[config.mk]
export PLATFORM = sky130hd
export DESIGN_NAME = uart_tx_fifo
export DESIGN_NICKNAME = d
export VERILOG_FILES = /design/src/rtl/uart_tx_fifo.sv
export SDC_FILE = /design/constraint.sdc
export NUM_CORES = 1
export LEC_CHECK = 0
export ABC_AREA = 1
export CAP_MARGIN = 20
export CORE_MARGIN = 3
export CORE_UTILIZATION = 57
export CTS_BUF_LIST = sky130_fd_sc_hd__clkbuf_4 sky130_fd_sc_hd__clkbuf_8 sky130_fd_sc_hd__clkbuf_16
export CTS_CLUSTER_DIAMETER = 60
export DETAILED_ROUTE_END_ITERATION = 8
export GPL_ROUTABILITY_DRIVEN = 0
export PLACE_DENSITY_LB_ADDON = 0.05
export RECOVER_POWER = 100
export SETUP_SLACK_MARGIN = 0.2
export SYNTH_ARGS = -nofsm -noshare
export SYNTH_HDL_FRONTEND = slang
export SYNTH_SLANG_ARGS = --single-unit
[constraint.sdc]
create_clock -name i_Clock -period 5.4 [get_ports i_Clock]
set_input_delay 1.08 -clock i_Clock [delete_from_list [all_inputs] [get_ports i_Clock]]
set_output_delay 1.08 -clock i_Clock [all_outputs]
set_load 0.03 [all_outputs]
[src/rtl/uart_tx_fifo.sv]
// UART transmitter: byte FIFO feeding a start/data/parity/stop serialiser, frames sent back-to-back.
// Latency: word written into an empty idle FIFO at edge E0 is popped at E1; start bit on the line after E1.
// Backpressure: o_TX_Ready low while FIFO full; a write while full is dropped and flagged on o_Overflow.
module uart_tx_fifo #(
    parameter int CLKS_PER_BIT = 217,
    parameter int DATA_BITS    = 8,
    parameter int FIFO_DEPTH   = 4
) (
    input  logic                         i_Clock,
    input  logic                         i_Rst_L,
    input  logic                         i_TX_DV,
    input  logic [DATA_BITS-1:0]         i_TX_Data,
    input  logic [1:0]                   i_Parity_Mode,
    input  logic                         i_Two_Stop,
    output logic                         o_TX_Ready,
    output logic [$clog2(FIFO_DEPTH):0]  o_FIFO_Count,
    output logic                         o_Overflow,
    output logic                         o_TX_Active,
    output logic                         o_TX_Serial,
    output logic                         o_TX_Done
);

    localparam int CNT_W  = $clog2(CLKS_PER_BIT);
    localparam int IDX_W  = $clog2(DATA_BITS);
    localparam int PTR_W  = $clog2(FIFO_DEPTH);
    localparam int CNT_FW = PTR_W + 1;

    typedef enum logic [2:0] {IDLE, START, DATA, PARITY, STOP} state_t;

    logic [DATA_BITS-1:0] mem [FIFO_DEPTH];
    logic [PTR_W-1:0]     wr_ptr;
    logic [PTR_W-1:0]     rd_ptr;
    logic [CNT_FW-1:0]    count;
    logic                 push;
    logic                 pop;
    logic                 fifo_empty;
    logic [DATA_BITS-1:0] head;
    logic                 head_par;

    state_t               state, state_d;
    logic [CNT_W-1:0]     clk_cnt, clk_cnt_d;
    logic [IDX_W-1:0]     bit_idx, bit_idx_d;
    logic [DATA_BITS-1:0] shift, shift_d;
    logic [1:0]           mode, mode_d;
    logic                 two_stop, two_stop_d;
    logic                 stop_idx, stop_idx_d;
    logic                 par_bit, par_bit_d;
    logic                 serial_d;
    logic                 load;
    logic                 bit_end;
    logic                 last_stop;

    assign o_TX_Ready   = (count != CNT_FW'(FIFO_DEPTH));
    assign o_FIFO_Count = count;
    assign fifo_empty   = (count == '0);
    assign push         = i_TX_DV && o_TX_Ready;
    assign pop          = load;
    assign head         = mem[rd_ptr];

    always_ff @(posedge i_Clock) begin
        if (!i_Rst_L) begin
            wr_ptr     <= '0;
            rd_ptr     <= '0;
            count      <= '0;
            o_Overflow <= 1'b0;
        end else begin
            if (push) wr_ptr <= wr_ptr + PTR_W'(1);
            if (pop)  rd_ptr <= rd_ptr + PTR_W'(1);
            count      <= count + CNT_FW'(push) - CNT_FW'(pop);
            o_Overflow <= i_TX_DV && !o_TX_Ready;
        end
    end

    always_ff @(posedge i_Clock) begin
        if (push) mem[wr_ptr] <= i_TX_Data;
    end

    always_comb begin
        case (i_Parity_Mode)
            2'b01:   head_par = ~^head;
            2'b10:   head_par = ^head;
            2'b11:   head_par = 1'b1;
            default: head_par = 1'b0;
        endcase
    end

    assign bit_end     = (clk_cnt == CNT_W'(CLKS_PER_BIT - 1));
    // stop_idx counts stop bits already finished; the last one is index 1 only with two stops
    assign last_stop   = (stop_idx == two_stop);
    assign o_TX_Active = (state != IDLE);
    assign o_TX_Done   = (state == STOP) && bit_end && last_stop;

    always_comb begin
        state_d    = state;
        clk_cnt_d  = clk_cnt;
        bit_idx_d  = bit_idx;
        shift_d    = shift;
        mode_d     = mode;
        two_stop_d = two_stop;
        stop_idx_d = stop_idx;
        par_bit_d  = par_bit;
        serial_d   = o_TX_Serial;
        load       = 1'b0;

        if (state != IDLE) clk_cnt_d = bit_end ? '0 : clk_cnt + CNT_W'(1);

        case (state)
            IDLE: begin
                serial_d = 1'b1;
                load     = !fifo_empty;
            end
            START: begin
                if (bit_end) begin
                    state_d   = DATA;
                    bit_idx_d = '0;
                    serial_d  = shift[0];
                end
            end
            DATA: begin
                if (bit_end) begin
                    if (bit_idx == IDX_W'(DATA_BITS - 1)) begin
                        stop_idx_d = 1'b0;
                        if (mode != 2'b00) begin
                            state_d  = PARITY;
                            serial_d = par_bit;
                        end else begin
                            state_d  = STOP;
                            serial_d = 1'b1;
                        end
                    end else begin
                        bit_idx_d = bit_idx + IDX_W'(1);
                        shift_d   = shift >> 1;
                        serial_d  = shift[1];
                    end
                end
            end
            PARITY: begin
                if (bit_end) begin
                    state_d    = STOP;
                    stop_idx_d = 1'b0;
                    serial_d   = 1'b1;
                end
            end
            STOP: begin
                if (bit_end) begin
                    if (!last_stop) begin
                        stop_idx_d = 1'b1;
                    end else if (!fifo_empty) begin
                        load = 1'b1;
                    end else begin
                        state_d  = IDLE;
                        serial_d = 1'b1;
                    end
                end
            end
            default: state_d = IDLE;
        endcase

        // Frame settings are captured at pop time so mid-frame input changes only affect the next frame
        if (load) begin
            state_d    = START;
            clk_cnt_d  = '0;
            shift_d    = head;
            mode_d     = i_Parity_Mode;
            two_stop_d = i_Two_Stop;
            par_bit_d  = head_par;
            serial_d   = 1'b0;
        end
    end

    always_ff @(posedge i_Clock) begin
        if (!i_Rst_L) begin
            state       <= IDLE;
            clk_cnt     <= '0;
            bit_idx     <= '0;
            shift       <= '0;
            mode        <= 2'b00;
            two_stop    <= 1'b0;
            stop_idx    <= 1'b0;
            par_bit     <= 1'b0;
            o_TX_Serial <= 1'b1;
        end else begin
            state       <= state_d;
            clk_cnt     <= clk_cnt_d;
            bit_idx     <= bit_idx_d;
            shift       <= shift_d;
            mode        <= mode_d;
            two_stop    <= two_stop_d;
            stop_idx    <= stop_idx_d;
            par_bit     <= par_bit_d;
            o_TX_Serial <= serial_d;
        end
    end

endmodule

==> impl_metrics.tcl <==
set metrics [dict create \
    ant_nets 0 \
    clock_sinks 70 \
    row_count 27 \
    clockBufferDepth 2 \
    syn_nets 450 \
    dp_hpwl_um 4773 \
    cts_tree "yes" \
    die_area_um2 7043 \
    start_kind "flip-flop" \
    critPathLaunch "clk_cnt[0]$_SDFFE_PP0P_" \
    wire_per_inst_um 12.74 \
    reg2reg_to "o_FIFO_Count[2]$_SDFF_PN0_" \
    critPathCapture "o_FIFO_Count[2]$_SDFF_PN0_" \
    postCtsResizedCells 0 \
    antenna_cells 0 \
    wl_met1_um 3377 \
    layout.nets 473 \
    ys_ff_latch 70 \
    r2r_cells 14 \
    die_w_um 83.92 \
    cp-end-kind "flip-flop" \
    p_sw_w 0.0009100 \
    drt-initial-drc-count 105 \
    p_clk_frac 0.214 \
    status "finished, violations left" \
    wl_met3_um 215 \
    vias_per_cell 5.143 \
    power_frac_seq 0.347 \
    routed_wl_um 6699 \
    h-tree-depth 3 \
    fmax_ghz 0.2509 \
    highest_layer "met4" \
    power_leakage_nw 1.677 \
    report.final.hold_viol_count 0 \
    worst_pin_slew_ns 2.289 \
    clkLatencyLatePin_ns 0.34 \
    critical_path_class "reg -> reg" \
    path_clk_slew_ns 0.08 \
    slew_headroom -0.5419 \
    grt_overflow 0 \
    crit_arrival_ns 4.27 \
    postSynthAreaPerCell_um2 8.124 \
    drv_slew 13 \
    synthCells 426 \
    ctsHoldBuffers 0 \
    antenna_found_initial 0 \
    grt_pass1_vias 2640 \
    intPower_w 0.001238 \
    finalCriticalPeriod_ns 3.985 \
    crit-reg2reg-launch "clk_cnt[0]$_SDFFE_PP0P_" \
    drc 0 \
    grtUsageTotal 0.2060 \
    peakVddDrop_uv 334.8 \
    regToRegSetupSlack_ns 1.42 \
    fin_skew_ns 0.008868 \
    grt_pass1_wl_um 11780 \
    dpl-instance-area_um2 3705 \
    port_buffers 21 \
    yosysWarnings 0 \
    yosysUniqueCellTypes 37 \
    fin_area_um2 3895 \
    max_cap_violations 1 \
    wl_met2_um 3039 \
    coreArea_um2 5675 \
    grt_max_degree 19 \
    finalSetupViolations 0 \
    setup_tns_ns 0 \
    post_cts_buffers 0 \
    finalCritPeriodShare 0.7379 \
    vias 2705 \
    start_util 0.6098 \
    drive_above_1_share 0.08590 \
    numCtsBuffers 9 \
    violations "capacitance limit, slew limit" \
    ios 22 \
    dr.pass1.iters 6 \
    die_y_um 83.92 \
    synth.cell_area_um2 3461 \
    crit_required_ns 5.68 \
    power_density_nw_per_um2 551.4 \
    cp_max_fo 12 \
    seq_area_frac_synth 0.4975 \
    p_comb_frac 0.439 \
    p_sw_frac 0.4237 \
    area_growth_pct 12.55 \
    hp-class "reg -> reg" \
    cts_root_buf "clkbuf_8" \
    grt_setup_unrepaired "no" \
]
-- kinds of logic after synthesis --
logic type | Yosys count | share of synthesized area
buffers and inverters | 61 | 0.07303
AND/OR/NAND/NOR | 216 | 0.2722
adder cells (fa/ha/maj) | 10 | 0.03832
flip-flops | 70 | 0.4975
XOR/XNOR | 5 | 0.01266
AO/OA/AOI/OAI | 64 | 0.1063
-- routing by layer --
| layer | GRT usage | up-vias |
|---|---|---|
| met5 | 0 | - |
| met4 | 0.07602 | 0 |
| met3 | 0.04047 | 5 |
| met2 | 0.3203 | 32 |
| met1 | 0.2857 | 1246 |
| li1 | - | 1422 |
-- final cells by class --
| cell class | count | area [µm²] |
|---|---|---|
| repair buffers | 21 | 210.2 |
| clock buffers | 10 | 131.4 |
| fillers | 493 | 1780 |
| inverters | 52 | 196.4 |
| well taps | 72 | 90.09 |
| clock inverters | 6 | 86.33 |
| flip-flops and latches | 70 | 1722 |
| multi-input cells | 295 | 1459 |
-- power groups by stage --
| stage | Clock [W] | Combinational [W] | Sequential, W |
|---|---|---|---|
| after floorplan | 0 | 0.000760 | 0.000744 |
| after global placement | 0 | 0.000935 | 0.000754 |
| after detailed placement | 0 | 0.000960 | 0.000757 |
| after CTS | 0.000466 | 0.000966 | 0.000746 |
| after global routing | 0.000491 | 0.00109 | 0.000762 |
| final | 0.000459 | 0.000944 | 0.000745 |
-- state kept, by name, indices dropped and copies added, names as in the netlist, 2 cells and up, named ones only --
signal,cells
bit_idx,3
o_FIFO_Count,3
rd_ptr,2
mem,32
mode,2
wr_ptr,2
state,3
clk_cnt,8
shift,8
-- cell usage in the layout, fill, tap and decap left out, types with 2 or more instances in the layout --
cell             instances
ha_1                     9
a21oi_1                 29
o21ai_0                 20
a211oi_1                 3
inv_2                    7
nor2_1                  31
nor3_1                   6
xor2_1                   3
nor3_2                   4
nand2_2                  2
bufinv_16                2
clkbuf_8                 9
o21ai_1                  2
xnor2_1                  2
edfxtp_1                32
inv_1                   44
dfxtp_1                 38
nand2_1                137
o21bai_1                 2
nor2_4                   2
nor2_2                   3
o21ai_2                  2
dlygate4sd3_1           18
nand3_1                 29
clkdlybuf4s50_1          3
clkinv_2                 3
-- metrics by stage --
step / hold WS, ns / total power (W) / instances / util / setup slack (ns)
2_1_floorplan: 0.4268 / 0.001505 / 426 / - / 2.984
3_3_place_gp: 0.4439 / 0.001689 / 510 / 0.6528 / 2.416
3_5_place_dp: 0.4449 / 0.001716 / 510 / 0.6528 / 2.373
4_1_cts: 0.4607 / 0.002178 / 526 / 0.6911 / 2.155
5_1_grt: 0.4862 / 0.002340 / 526 / 0.6863 / 1.046
6_report: 0.4587 / 0.002148 / 526 / 0.6863 / 1.415
-- cells in the mapped netlist (all sizes together) --
cell | number | area [µm²]
a211oi | 3 | 22.52
a21o | 1 | 7.510
a21oi | 30 | 153.9
a22o | 1 | 8.760
a31oi | 1 | 6.260
buf | 6 | 43.79
clkbuf | 3 | 12.51
clkinv | 1 | 5.000
dfxtp | 38 | 760.7
edfxtp | 32 | 960.9
fa | 1 | 20.02
ha | 9 | 112.6
inv | 51 | 191.4
nand2 | 139 | 529.3
nand3 | 29 | 145.1
nand4 | 1 | 6.260
nor2 | 37 | 180.2
nor3 | 10 | 81.33
o211ai | 1 | 7.510
o21a | 1 | 7.510
o21ai | 24 | 138.9
o21bai | 2 | 15.01
xnor2 | 2 | 17.52
xor2 | 3 | 26.28
-- worst min path at each step --
stage | start | endpoint | slack [ns] | cells after the start
2_1_floorplan | par_bit$_SDFFE_PN0P_ | par_bit$_SDFFE_PN0P_ | 0.43 | 2
3_3_place_gp | par_bit$_SDFFE_PN0P_ | par_bit$_SDFFE_PN0P_ | 0.44 | 2
3_5_place_dp | par_bit$_SDFFE_PN0P_ | par_bit$_SDFFE_PN0P_ | 0.44 | 2
4_1_cts | stop_idx$_SDFFE_PN0P_ | stop_idx$_SDFFE_PN0P_ | 0.46 | 2
5_1_grt | bit_idx[0]$_SDFFE_PN0P_ | bit_idx[0]$_SDFFE_PN0P_ | 0.49 | 1
6_report | bit_idx[0]$_SDFFE_PN0P_ | bit_idx[0]$_SDFFE_PN0P_ | 0.46 | 1
-- worst max-delay path: stages, from the launching register on --
cell     delay, ns
dfxtp_1       0.38
inv_1         0.07
ha_1          0.20
nand2_1       0.08
nor2_1        0.04
nand2_1       0.27
nor3_1        0.10
o21ai_0       1.73
xor2_1        0.21
ha_1          0.18
inv_1         0.04
fa_1          0.35
inv_1         0.07
o21ai_0       0.08
a21oi_1       0.13
(Power assumes the default switching activity.)
